==> src/rtl/router_pkg.sv <==
// Shared constants, helpers and entry type for the router packet FIFO.
package router_pkg;

  localparam int unsigned DATA_W_DEF    = 8;
  localparam int unsigned DEPTH_DEF     = 16;
  localparam int unsigned LEN_LSB_DEF   = 2;
  localparam int unsigned LEN_W_DEF     = 6;
  localparam int unsigned AF_MARGIN_DEF = 2;

  // Address width for a given depth (ceil(log2(depth))).
  function automatic int unsigned addr_w(input int unsigned depth);
    int unsigned w;
    w = 0;
    for (int unsigned i = 0; i < 32; i++) begin
      if ((32'd1 << i) < depth) w = i + 1;
    end
    return w;
  endfunction

  // Stored entry at default width: header tag plus data word.
  typedef struct packed {
    logic                  sof;
    logic [DATA_W_DEF-1:0] data;
  } entry_t;

endpackage

==> src/rtl/router_pkt_fifo_if.sv <==
// Write/read handshake and status bundle between the router and one channel FIFO.
interface router_pkt_fifo_if import router_pkg::*; #(
  parameter int unsigned DATA_W = DATA_W_DEF,
  parameter int unsigned DEPTH  = DEPTH_DEF
);

  localparam int unsigned AW = addr_w(DEPTH);

  logic              write_enb;
  logic              lfd_state;
  logic [DATA_W-1:0] data_in;
  logic              read_enb;
  logic [DATA_W-1:0] data_out;
  logic              rd_valid;
  logic              rd_sof;
  logic              rd_eof;
  logic              empty;
  logic              full;
  logic              almost_full;
  logic [AW:0]       count;
  logic              pkt_active;
  logic              err_overflow;
  logic              err_underflow;
  logic              err_orphan;

  modport master (
    output write_enb, lfd_state, data_in, read_enb,
    input  data_out, rd_valid, rd_sof, rd_eof, empty, full, almost_full,
           count, pkt_active, err_overflow, err_underflow, err_orphan
  );

  modport slave (
    input  write_enb, lfd_state, data_in, read_enb,
    output data_out, rd_valid, rd_sof, rd_eof, empty, full, almost_full,
           count, pkt_active, err_overflow, err_underflow, err_orphan
  );

endinterface

==> src/rtl/router_pkt_tracker.sv <==
// Read-side packet tracker: remaining-length counter, sof/eof markers, orphan detection.
module router_pkt_tracker import router_pkg::*; #(
  parameter int unsigned LEN_W = LEN_W_DEF
) (
  input  logic             clock,
  input  logic             resetn,
  input  logic             soft_reset,
  input  logic             rd_accept,
  input  logic             rd_tag,
  input  logic [LEN_W-1:0] rd_len,
  output logic             rd_sof,
  output logic             rd_eof,
  output logic             pkt_active,
  output logic             err_orphan
);

  logic [LEN_W:0] rem;
  logic [LEN_W:0] rem_load_c;

  // Header reload covers payload plus the trailing parity word.
  assign rem_load_c = (LEN_W+1)'(rd_len) + (LEN_W+1)'(1);
  assign pkt_active = (rem != '0);

  // Advance the packet state on every accepted read; markers pulse only with data.
  always_ff @(posedge clock or negedge resetn) begin
    if (!resetn) begin
      rem        <= '0;
      rd_sof     <= 1'b0;
      rd_eof     <= 1'b0;
      err_orphan <= 1'b0;
    end else if (soft_reset) begin
      rem        <= '0;
      rd_sof     <= 1'b0;
      rd_eof     <= 1'b0;
      err_orphan <= 1'b0;
    end else if (rd_accept) begin
      if (rd_tag) begin
        rem    <= rem_load_c;
        rd_sof <= 1'b1;
        rd_eof <= 1'b0;
      end else if (rem != '0) begin
        rem    <= rem - (LEN_W+1)'(1);
        rd_sof <= 1'b0;
        rd_eof <= (rem == (LEN_W+1)'(1));
      end else begin
        rd_sof     <= 1'b0;
        rd_eof     <= 1'b0;
        err_orphan <= 1'b1;
      end
    end else begin
      rd_sof <= 1'b0;
      rd_eof <= 1'b0;
    end
  end

endmodule

==> src/rtl/router_pkt_fifo.sv <==
// Packet-aware channel FIFO: tagged storage, pointers, occupancy and sticky error flags.
module router_pkt_fifo import router_pkg::*; #(
  parameter int unsigned DATA_W    = DATA_W_DEF,
  parameter int unsigned DEPTH     = DEPTH_DEF,
  parameter int unsigned LEN_LSB   = LEN_LSB_DEF,
  parameter int unsigned LEN_W     = LEN_W_DEF,
  parameter int unsigned AF_MARGIN = AF_MARGIN_DEF
) (
  input  logic              clock,
  input  logic              resetn,
  input  logic              soft_reset,
  router_pkt_fifo_if.slave  bus
);

  localparam int unsigned AW       = addr_w(DEPTH);
  localparam logic [AW:0] AF_LEVEL = (AW+1)'(DEPTH - AF_MARGIN);

  typedef struct packed {
    logic              sof;
    logic [DATA_W-1:0] data;
  } fifo_entry_t;

  fifo_entry_t       mem [DEPTH];
  logic [AW:0]       wr_ptr;
  logic [AW:0]       rd_ptr;
  logic [AW:0]       count;
  logic [DATA_W-1:0] data_out;
  logic              rd_valid;
  logic              err_overflow;
  logic              err_underflow;

  logic              empty_c;
  logic              full_c;
  logic              wr_acc_c;
  logic              rd_acc_c;
  fifo_entry_t       rd_entry_c;

  assign empty_c    = (wr_ptr == rd_ptr);
  assign full_c     = (wr_ptr[AW] != rd_ptr[AW]) && (wr_ptr[AW-1:0] == rd_ptr[AW-1:0]);
  assign wr_acc_c   = bus.write_enb && !full_c && !soft_reset;
  assign rd_acc_c   = bus.read_enb && !empty_c && !soft_reset;
  assign rd_entry_c = mem[rd_ptr[AW-1:0]];

  // Storage write; contents survive reset and become unreachable via the pointers.
  always_ff @(posedge clock) begin
    if (wr_acc_c) mem[wr_ptr[AW-1:0]] <= '{sof: bus.lfd_state, data: bus.data_in};
  end

  // Pointers, occupancy, registered read data and sticky overflow/underflow.
  always_ff @(posedge clock or negedge resetn) begin
    if (!resetn) begin
      wr_ptr        <= '0;
      rd_ptr        <= '0;
      count         <= '0;
      data_out      <= '0;
      rd_valid      <= 1'b0;
      err_overflow  <= 1'b0;
      err_underflow <= 1'b0;
    end else if (soft_reset) begin
      wr_ptr        <= '0;
      rd_ptr        <= '0;
      count         <= '0;
      data_out      <= '0;
      rd_valid      <= 1'b0;
      err_overflow  <= 1'b0;
      err_underflow <= 1'b0;
    end else begin
      if (wr_acc_c) wr_ptr <= wr_ptr + (AW+1)'(1);
      if (rd_acc_c) begin
        rd_ptr   <= rd_ptr + (AW+1)'(1);
        data_out <= rd_entry_c.data;
      end
      rd_valid <= rd_acc_c;
      case ({wr_acc_c, rd_acc_c})
        2'b10:   count <= count + (AW+1)'(1);
        2'b01:   count <= count - (AW+1)'(1);
        default: count <= count;
      endcase
      if (bus.write_enb && full_c) err_overflow <= 1'b1;
      if (bus.read_enb && empty_c) err_underflow <= 1'b1;
    end
  end

  router_pkt_tracker #(
    .LEN_W (LEN_W)
  ) u_tracker (
    .clock      (clock),
    .resetn     (resetn),
    .soft_reset (soft_reset),
    .rd_accept  (rd_acc_c),
    .rd_tag     (rd_entry_c.sof),
    .rd_len     (rd_entry_c.data[LEN_LSB +: LEN_W]),
    .rd_sof     (bus.rd_sof),
    .rd_eof     (bus.rd_eof),
    .pkt_active (bus.pkt_active),
    .err_orphan (bus.err_orphan)
  );

  assign bus.data_out      = data_out;
  assign bus.rd_valid      = rd_valid;
  assign bus.empty         = empty_c;
  assign bus.full          = full_c;
  assign bus.almost_full   = (count >= AF_LEVEL);
  assign bus.count         = count;
  assign bus.err_overflow  = err_overflow;
  assign bus.err_underflow = err_underflow;

endmodule

==> src/flat_wrapper.sv <==
// flat-port wrapper written by rule: the top's interface ports become plain ports
module router_pkt_fifo_flat import router_pkg::*;
#(
  parameter int unsigned DATA_W    = DATA_W_DEF,
  parameter int unsigned DEPTH     = DEPTH_DEF,
  parameter int unsigned LEN_LSB   = LEN_LSB_DEF,
  parameter int unsigned LEN_W     = LEN_W_DEF,
  parameter int unsigned AF_MARGIN = AF_MARGIN_DEF
)
  (clock, resetn, soft_reset, bus_write_enb, bus_lfd_state, bus_data_in, bus_read_enb, bus_data_out, bus_rd_valid, bus_rd_sof, bus_rd_eof, bus_empty, bus_full, bus_almost_full, bus_count, bus_pkt_active, bus_err_overflow, bus_err_underflow, bus_err_orphan);
  router_pkt_fifo_if #(.DATA_W(DATA_W), .DEPTH(DEPTH)) bus_i ();
  input  logic clock;
  input  logic resetn;
  input  logic soft_reset;
  input wire logic [$bits(bus_i.write_enb)-1:0] bus_write_enb;
  input wire logic [$bits(bus_i.lfd_state)-1:0] bus_lfd_state;
  input wire logic [$bits(bus_i.data_in)-1:0] bus_data_in;
  input wire logic [$bits(bus_i.read_enb)-1:0] bus_read_enb;
  output wire logic [$bits(bus_i.data_out)-1:0] bus_data_out;
  output wire logic [$bits(bus_i.rd_valid)-1:0] bus_rd_valid;
  output wire logic [$bits(bus_i.rd_sof)-1:0] bus_rd_sof;
  output wire logic [$bits(bus_i.rd_eof)-1:0] bus_rd_eof;
  output wire logic [$bits(bus_i.empty)-1:0] bus_empty;
  output wire logic [$bits(bus_i.full)-1:0] bus_full;
  output wire logic [$bits(bus_i.almost_full)-1:0] bus_almost_full;
  output wire logic [$bits(bus_i.count)-1:0] bus_count;
  output wire logic [$bits(bus_i.pkt_active)-1:0] bus_pkt_active;
  output wire logic [$bits(bus_i.err_overflow)-1:0] bus_err_overflow;
  output wire logic [$bits(bus_i.err_underflow)-1:0] bus_err_underflow;
  output wire logic [$bits(bus_i.err_orphan)-1:0] bus_err_orphan;
  assign bus_i.write_enb = bus_write_enb;
  assign bus_i.lfd_state = bus_lfd_state;
  assign bus_i.data_in = bus_data_in;
  assign bus_i.read_enb = bus_read_enb;
  assign bus_data_out = bus_i.data_out;
  assign bus_rd_valid = bus_i.rd_valid;
  assign bus_rd_sof = bus_i.rd_sof;
  assign bus_rd_eof = bus_i.rd_eof;
  assign bus_empty = bus_i.empty;
  assign bus_full = bus_i.full;
  assign bus_almost_full = bus_i.almost_full;
  assign bus_count = bus_i.count;
  assign bus_pkt_active = bus_i.pkt_active;
  assign bus_err_overflow = bus_i.err_overflow;
  assign bus_err_underflow = bus_i.err_underflow;
  assign bus_err_orphan = bus_i.err_orphan;
  router_pkt_fifo #(.DATA_W(DATA_W), .DEPTH(DEPTH), .LEN_LSB(LEN_LSB), .LEN_W(LEN_W), .AF_MARGIN(AF_MARGIN)) u_core (.clock(clock), .resetn(resetn), .soft_reset(soft_reset), .bus(bus_i));
endmodule
==> config.mk <==
export PLATFORM = sky130hd
export DESIGN_NAME = router_pkt_fifo_flat
export DESIGN_NICKNAME = d
export VERILOG_FILES = /design/src/rtl/router_pkg.sv /design/src/rtl/router_pkt_fifo_if.sv /design/src/rtl/router_pkt_tracker.sv /design/src/rtl/router_pkt_fifo.sv /design/src/flat_wrapper.sv
export SDC_FILE = /design/constraint.sdc
export NUM_CORES = 1
export LEC_CHECK = 0
export BUFFER_PORTS_ARGS = -buffer_cell sky130_fd_sc_hd__buf_2
export CELL_PAD_IN_SITES_DETAIL_PLACEMENT = 1
export CELL_PAD_IN_SITES_GLOBAL_PLACEMENT = 1
export CORE_ASPECT_RATIO = 1.1
export CORE_UTILIZATION = 35
export CTS_CLUSTER_SIZE = 28
export DETAILED_ROUTE_END_ITERATION = 8
export GPL_TIMING_DRIVEN = 0
export MAX_ROUTING_LAYER = met4
export PLACE_DENSITY_LB_ADDON = 0.25
export RECOVER_POWER = 50
export SLEW_MARGIN = 5
export SYNTH_ARGS = -nofsm -noshare
export SYNTH_HDL_FRONTEND = slang
export SYNTH_SLANG_ARGS = --single-unit
==> constraint.sdc <==
create_clock -name clock -period 2.6 [get_ports clock]
set_input_delay 0.39 -clock clock [delete_from_list [all_inputs] [get_ports clock]]
set_output_delay 0.39 -clock clock [all_outputs]
set_load 0.005 [all_outputs]
==> results of run 1 <==
## worst max-delay path, cell delays in order (launching register included)
cell	delay [ns]
dfrtp_2	0.44
buf_12	0.15
xnor2_2	0.12
nand4_1	0.21
buf_4	0.21
o21ai_4	0.15
nor2_4	0.07
nand2_2	0.12
inv_4	0.05
ha_4	0.22
a21o_1	0.19
a21oi_2	0.14
buf_4	0.13
nor3_2	0.04
nor3_1	0.19
nor3b_2	0.07
## power by group through the flow
stage          clock, mW  sequential [mW]  combinational [mW]
2_1_floorplan          0             3.35                1.00
3_3_place_gp           0             3.36                1.39
3_5_place_dp           0             3.37                1.42
4_1_cts             2.58             3.30                1.51
5_1_grt             2.66             3.32                1.82
6_report            2.52             3.30                1.67
## timing repair
action                                  in CTS  in global routing
cloned                                       0                  1
endpoints found under the setup margin     128                 94
setup buffers                                8                 28
pin swaps                                    6                 10
gates resized for setup                     23                 38
## cells by family after synthesis
| kind of cell | after synthesis | share of synthesized area |
|---|---|---|
| compound gates | 62 | 0.0543 |
| simple gates | 111 | 0.0703 |
| xor+xnor | 19 | 0.0217 |
| flops | 180 | 0.681 |
| mux | 42 | 0.126 |
| buf+inv | 36 | 0.0243 |
| fa+ha+maj | 13 | 0.0222 |
## per-stage QoR
step,std cells,setup TNS (ns),hold WS (ns)
2_1_floorplan,463,0,0.0944
3_3_place_gp,789,-16.30,0.472
3_5_place_dp,789,-28.31,0.488
4_1_cts,829,-0.138,0.0661
5_1_grt,857,-4.16,0.288
6_report,857,-0.325,0.254
## worst paths after layout
kind / from / end
worst max-delay path: u_core.rd_ptr[0]$_DFFE_PN0P_ / u_core.bus.count[4]$_DFFE_PN0P_
worst min-delay path: bus_write_enb / u_core.bus.err_overflow$_DFFE_PN0P_
worst max register to register: u_core.rd_ptr[0]$_DFFE_PN0P_ / u_core.bus.count[4]$_DFFE_PN0P_
worst min register to register: u_core.u_tracker.err_orphan$_DFFE_PN0P_ / u_core.u_tracker.err_orphan$_DFFE_PN0P_
max in group asynchronous: resetn / u_core.rd_ptr[0]$_DFFE_PN0P_
min in group asynchronous: resetn / u_core.bus.count[1]$_DFFE_PN0P_
## flip-flops by register name, summed over array words and instances, names as in the netlist, 5 cells and up
signal / cells
u_core.bus.data_out: 8
u_core.u_tracker.rem: 7
u_core.bus.count: 5
u_core.mem: 144
u_core.wr_ptr: 5
u_core.rd_ptr: 5
## area by class of cell
| type | instances | share of cell area |
|---|---|---|
| buffer | 22 | 0.0198 |
| sequential | 180 | 0.564 |
| timing repair buffer | 73 | 0.0513 |
| antenna | 1 | 0.000270 |
| clock buffer | 17 | 0.0459 |
| multi-input combinational | 247 | 0.259 |
| clock inverter | 15 | 0.0161 |
| tap | 290 | 0.0391 |
| inverter | 12 | 0.00513 |
## layout by cell type (no fill, tap or decap), types with 4 or more instances in the layout
master,netlist,layout
and3_2,0,4
nor2_1,30,28
edfxtp_1,144,144
dfrtp_1,36,35
xnor2_2,0,4
buf_2,8,29
clkbuf_1,11,17
clkbuf_16,0,18
inv_6,0,4
xnor2_1,13,9
nand3_1,5,5
buf_4,0,37
o21ai_0,5,4
a22oi_1,13,9
nand4_1,4,4
xor2_1,6,6
a21oi_1,19,17
and2_2,0,7
mux4_1,15,11
a22oi_2,0,4
inv_1,12,11
ha_1,12,11
nand2_1,32,27
mux4_2,24,28
nand2_2,0,5
nor3_1,7,6
and2_1,13,5
## routing by layer
layer | track usage | vias to the layer above | routed length [um] | share of wire
li1 | - | 1986 | - | -
met1 | 0.219 | 2314 | 8290 | 0.44
met2 | 0.304 | 87 | 9600 | 0.51
met3 | 0.0326 | 20 | 586 | 0.031
met4 | 0.0522 | 0 | 235 | 0.013
met5 | - | - | 0 | 0
==> results.cfg, run 1 <==
[run_status]
outcome = complete, but fails checks
failed_checks = capacitance limit, slew limit, setup timing

[power_and_ir_drop]
power.switching_mw = 2.14
p_int_mw = 5.36
finalPower_mw = 7.49
p_per_area_nw_per_um2 = 808
p_clk_frac = 0.337
power_frac_comb = 0.222
p_seq_frac = 0.441
p_leak_nw = 3.33
sw_frac_of_total = 0.285
irDropWorstVdd_v = 0.000467

[routing]
drt_pass1_iterations = 4
drtIter0Drc = 293
ant_nets = 0
via_per_inst = 5.14
num_vias = 4407
drc = 0
wire_per_inst_um = 21.8
wl_um = 18700

[sta]
layout_setup_ws_ns = -0.0354
worst_pin_slew_ns = 2.02
drv_slew = 37
slew_headroom = -0.347
fmax_mhz = 379
rsz0062_at_grt = yes
setup_violations = 22
hold_viol_final = 0
worst_clock_skew_ns = 0.0106
fin_crit_sh = 1.01
period_needed_ns = 2.64

[worst_setup_path]
critPathArrivalTime_ns = 2.94
crit_fanout = 5
reg2reg_slack_ns = -0.04
endpoint_kind = flip-flop
cp.required_ns = 2.90
cp-start-kind = flip-flop
critical_path_class = reg -> reg
rr_worst_depth = 15

[clocking]
htreeDepth = 4
cts_buffers = 17
cts.sinks = 180
hold_buffers = 0
clock_path_buffers = 2
tritoncts = built
clk_pin_slew_worst_paths_ns = 0.07
cts_root_buf = clkbuf_16
clock_latency_ns = 0.43

[global_routing]
grt_first_pass_wirelength_um = 27800
grt_max_degree = 37
grt_pass1_vias = 4564
antenna_found_initial = 1
grt_overflow = 0
grtUsageTotal = 0.179

[logic_synthesis]
post_synth_num_cell_types = 52
async_flop_share = 0.200
synth-main-ff-cell = edfxtp_1
yosys-top-cells-count = 144 x edfxtp_1, 36 x dfrtp_1, 32 x nand2_1, 30 x nor2_1, 24 x mux4_2
synth-edff-count = 144
yosysMostFrequentCell = edfxtp_1
ys_seq_elements = 180
yosysWarnings = 0
avgSynthCellArea_um2 = 16.6
synthCells = 463
syn_nets = 490
synthTopCellsByArea = edfxtp_1 56%, dfrtp_1 12%, mux4_2 7.0%, mux4_1 5.1%, ha_1 2.0%
synth_top_area_share = 0.564
synth.yosys.seq_area_share = 0.681
yosysTopAreaCell = edfxtp_1
syn-cell-area_um2 = 7670

[die]
die_h_um = 157
die_w_um = 143
std_cell_rows = 56
dieArea_um2 = 22500
core_area_um2 = 21400
floorplan.io_pins = 37
start_util = 0.359

[place]
port_buffers = 36
pre_cts_ws_ns = -0.462
place_congestion = 0.786
place_area_um2 = 8260
hpwl_um = 11900

[hold_path]
holdPathStages = 3
hp-class = in -> reg

[flow_run]
cap_violations = 1

[cells_and_area]
drive_gt1_frac = 0.316
multi_input_area_um2 = 2400
final_cell_area_um2 = 9270
register_area_um2 = 5230
area_growth_pct = 20.9
num-fill-cells = 2122
layout.nets = 580
final_core_util = 0.434
No activity file was read; power rests on OpenSTA's default activity.
==> run 2, diff against run 1 <==
- CORE_MARGIN: default -> 4
- GPL_TIMING_DRIVEN: 0 -> default
- SKIP_CTS_REPAIR_TIMING: default -> 1
==> results.cfg, run 2 (synthesis gave the netlist of run 1 again) <==
[worst_setup_path]
crit_fanout = 14
max_stage_delay_ns = 0.58
cp-start-kind = flip-flop
reg2reg_slack_ns = 0.1
r2r_end = u_core.u_tracker.rem[1]$_DFFE_PN0P_
endpoint_kind = flip-flop
path_buf_inv = 1
crit_slowest_cell = mux4_1
cp_top_family = compound AO/OA/AOI/OAI gates
critPathArrivalTime_ns = 2.83
rr_worst_depth = 8
critical_path_class = reg -> reg
worstReg2RegStart = u_core.rd_ptr[0]$_DFFE_PN0P_
crit_chain = buf_12 -> mux4_1 -> a22oi_1 -> nand2_1 -> ha_1 -> nor2_1 -> a31o_1 -> a211oi_1
cp.required_ns = 2.93

[routing]
drt_pass1_iterations = 4
via_per_inst = 5.27
drc = 0
wire_per_inst_um = 22.2
wl_um = 18500
num_vias = 4401
drtIter0Drc = 333
ant_nets = 0

[power_and_ir_drop]
irDropWorstVdd_v = 0.000429
p_leak_nw = 3.24
power_frac_comb = 0.199
p_clk_frac = 0.347
p_int_mw = 5.24
p_per_area_nw_per_um2 = 811
sw_frac_of_total = 0.284
power.switching_mw = 2.08
p_seq_frac = 0.454

[clocking]
clk_pin_slew_worst_paths_ns = 0.07
cts_root_buf = clkbuf_16
clock_latency_ns = 0.43
tritoncts = built
cts.sinks = 180
clock_path_buffers = 2
cts_buffers = 17
htreeDepth = 4

[place]
place_area_um2 = 8400
hpwl_um = 11800
pre_cts_ws_ns = 0.128
port_buffers = 36
place_congestion = 0.781
dp.cells = 800

[global_routing]
grt_pass1_vias = 4567
grt_max_degree = 40
grt_first_pass_wirelength_um = 27900
grt_overflow = 0
antenna_found_initial = 1
grtUsageTotal = 0.160

[die]
floorplan.io_pins = 37
dieArea_um2 = 24300
core_area_um2 = 21400
die_w_um = 149
start_util = 0.358
std_cell_rows = 56
die_h_um = 163

[cells_and_area]
largest_reg_flops = 144
num-fill-cells = 2200
multi_input_area_um2 = 2300
final_cell_area_um2 = 9020
register_area_um2 = 5230
area_growth_pct = 17.6
final_cells = 835
layout.nets = 559
final_cell_mix = 144 x edfxtp_1, 35 x dfrtp_1, 34 x buf_4
drive_gt1_frac = 0.232
layout_commonest_cell = edfxtp_1

[hold_path]
worst_hold_startpoint = bus_write_enb
min_to = u_core.bus.err_overflow$_DFFE_PN0P_
holdPathStages = 3
hp-class = in -> reg

[run_status]
failed_checks = capacitance limit, slew limit
outcome = complete, but fails checks

[sta]
layout_setup_ws_ns = 0.0993
period_needed_ns = 2.50
worst_clock_skew_ns = 0.0139
worst_pin_slew_ns = 2.04
drv_slew = 37
setup_tns_ns = 0
fmax_mhz = 400
fin_crit_sh = 0.962
hold_viol_final = 0
setup_violations = 0
slew_headroom = -0.363

[flow_run]
cap_violations = 1
-- run 2: area by class of cell --
class / instances / area share
clock buffers: 17 / 0.0472
clock inverters: 14 / 0.0179
repair buffers: 74 / 0.0547
flip-flops and latches: 180 / 0.580
diodes: 1 / 0.000278
well taps: 290 / 0.0402
inverters: 12 / 0.00500
multi-input cells: 247 / 0.255
-- run 2: worst reg2reg max path, delay by kind of cell, from the launching register on --
family                   cells  cell delay (ns)
AO/OA/AOI/OAI                3             0.63
adder cells (fa/ha/maj)      1             0.32
buffers and inverters        1             0.19
flip-flops                   1             0.46
multiplexers                 1             0.59
AND/OR/NAND/NOR              2             0.21
-- run 2: routing by layer --
layer,wire length (um),global-route usage
met4,212,0.0400
met5,0,-
met1,8030,0.198
met2,9550,0.269
met3,743,0.0352
-- run 2: power groups by stage --
stage	registers, mW	clock network (mW)	logic (mW)
3_3_place_gp	3.37	0	1.39
4_1_cts	3.31	2.60	1.43
5_1_grt	3.33	2.71	1.61
6_report	3.32	2.54	1.46
3_5_place_dp	3.37	0	1.42
2_1_floorplan	3.35	0	1.00
-- run 2: worst max-delay path by stage --
| stage | start | slack, ns | to | cells after the start |
|---|---|---|---|---|
| floorplan | u_core.rd_ptr[1]$_DFFE_PN0P_ | 0.02 | u_core.bus.count[4]$_DFFE_PN0P_ | 13 |
| global placement | u_core.rd_ptr[0]$_DFFE_PN0P_ | 0.14 | u_core.u_tracker.rem[5]$_DFFE_PN0P_ | 8 |
| detailed placement | u_core.rd_ptr[0]$_DFFE_PN0P_ | 0.13 | u_core.u_tracker.rem[5]$_DFFE_PN0P_ | 8 |
| CTS | u_core.rd_ptr[0]$_DFFE_PN0P_ | 0.10 | u_core.u_tracker.rem[5]$_DFFE_PN0P_ | 8 |
| global route | u_core.rd_ptr[0]$_DFFE_PN0P_ | -0.001 | u_core.u_tracker.rem[3]$_DFFE_PN0P_ | 7 |
| finish | u_core.rd_ptr[0]$_DFFE_PN0P_ | 0.1 | u_core.u_tracker.rem[1]$_DFFE_PN0P_ | 8 |
-- run 2: metrics by stage --
| stage | utilization | hold WS [ns] | total power [mW] |
|---|---|---|---|
| 2_1_floorplan | - | 0.0944 | 4.35 |
| 4_1_cts | 0.419 | 0.0850 | 7.33 |
| 5_1_grt | 0.421 | 0.243 | 7.66 |
| 3_5_place_dp | 0.392 | 0.487 | 4.79 |
| 3_3_place_gp | 0.392 | 0.473 | 4.76 |
| 6_report | 0.421 | 0.226 | 7.31 |
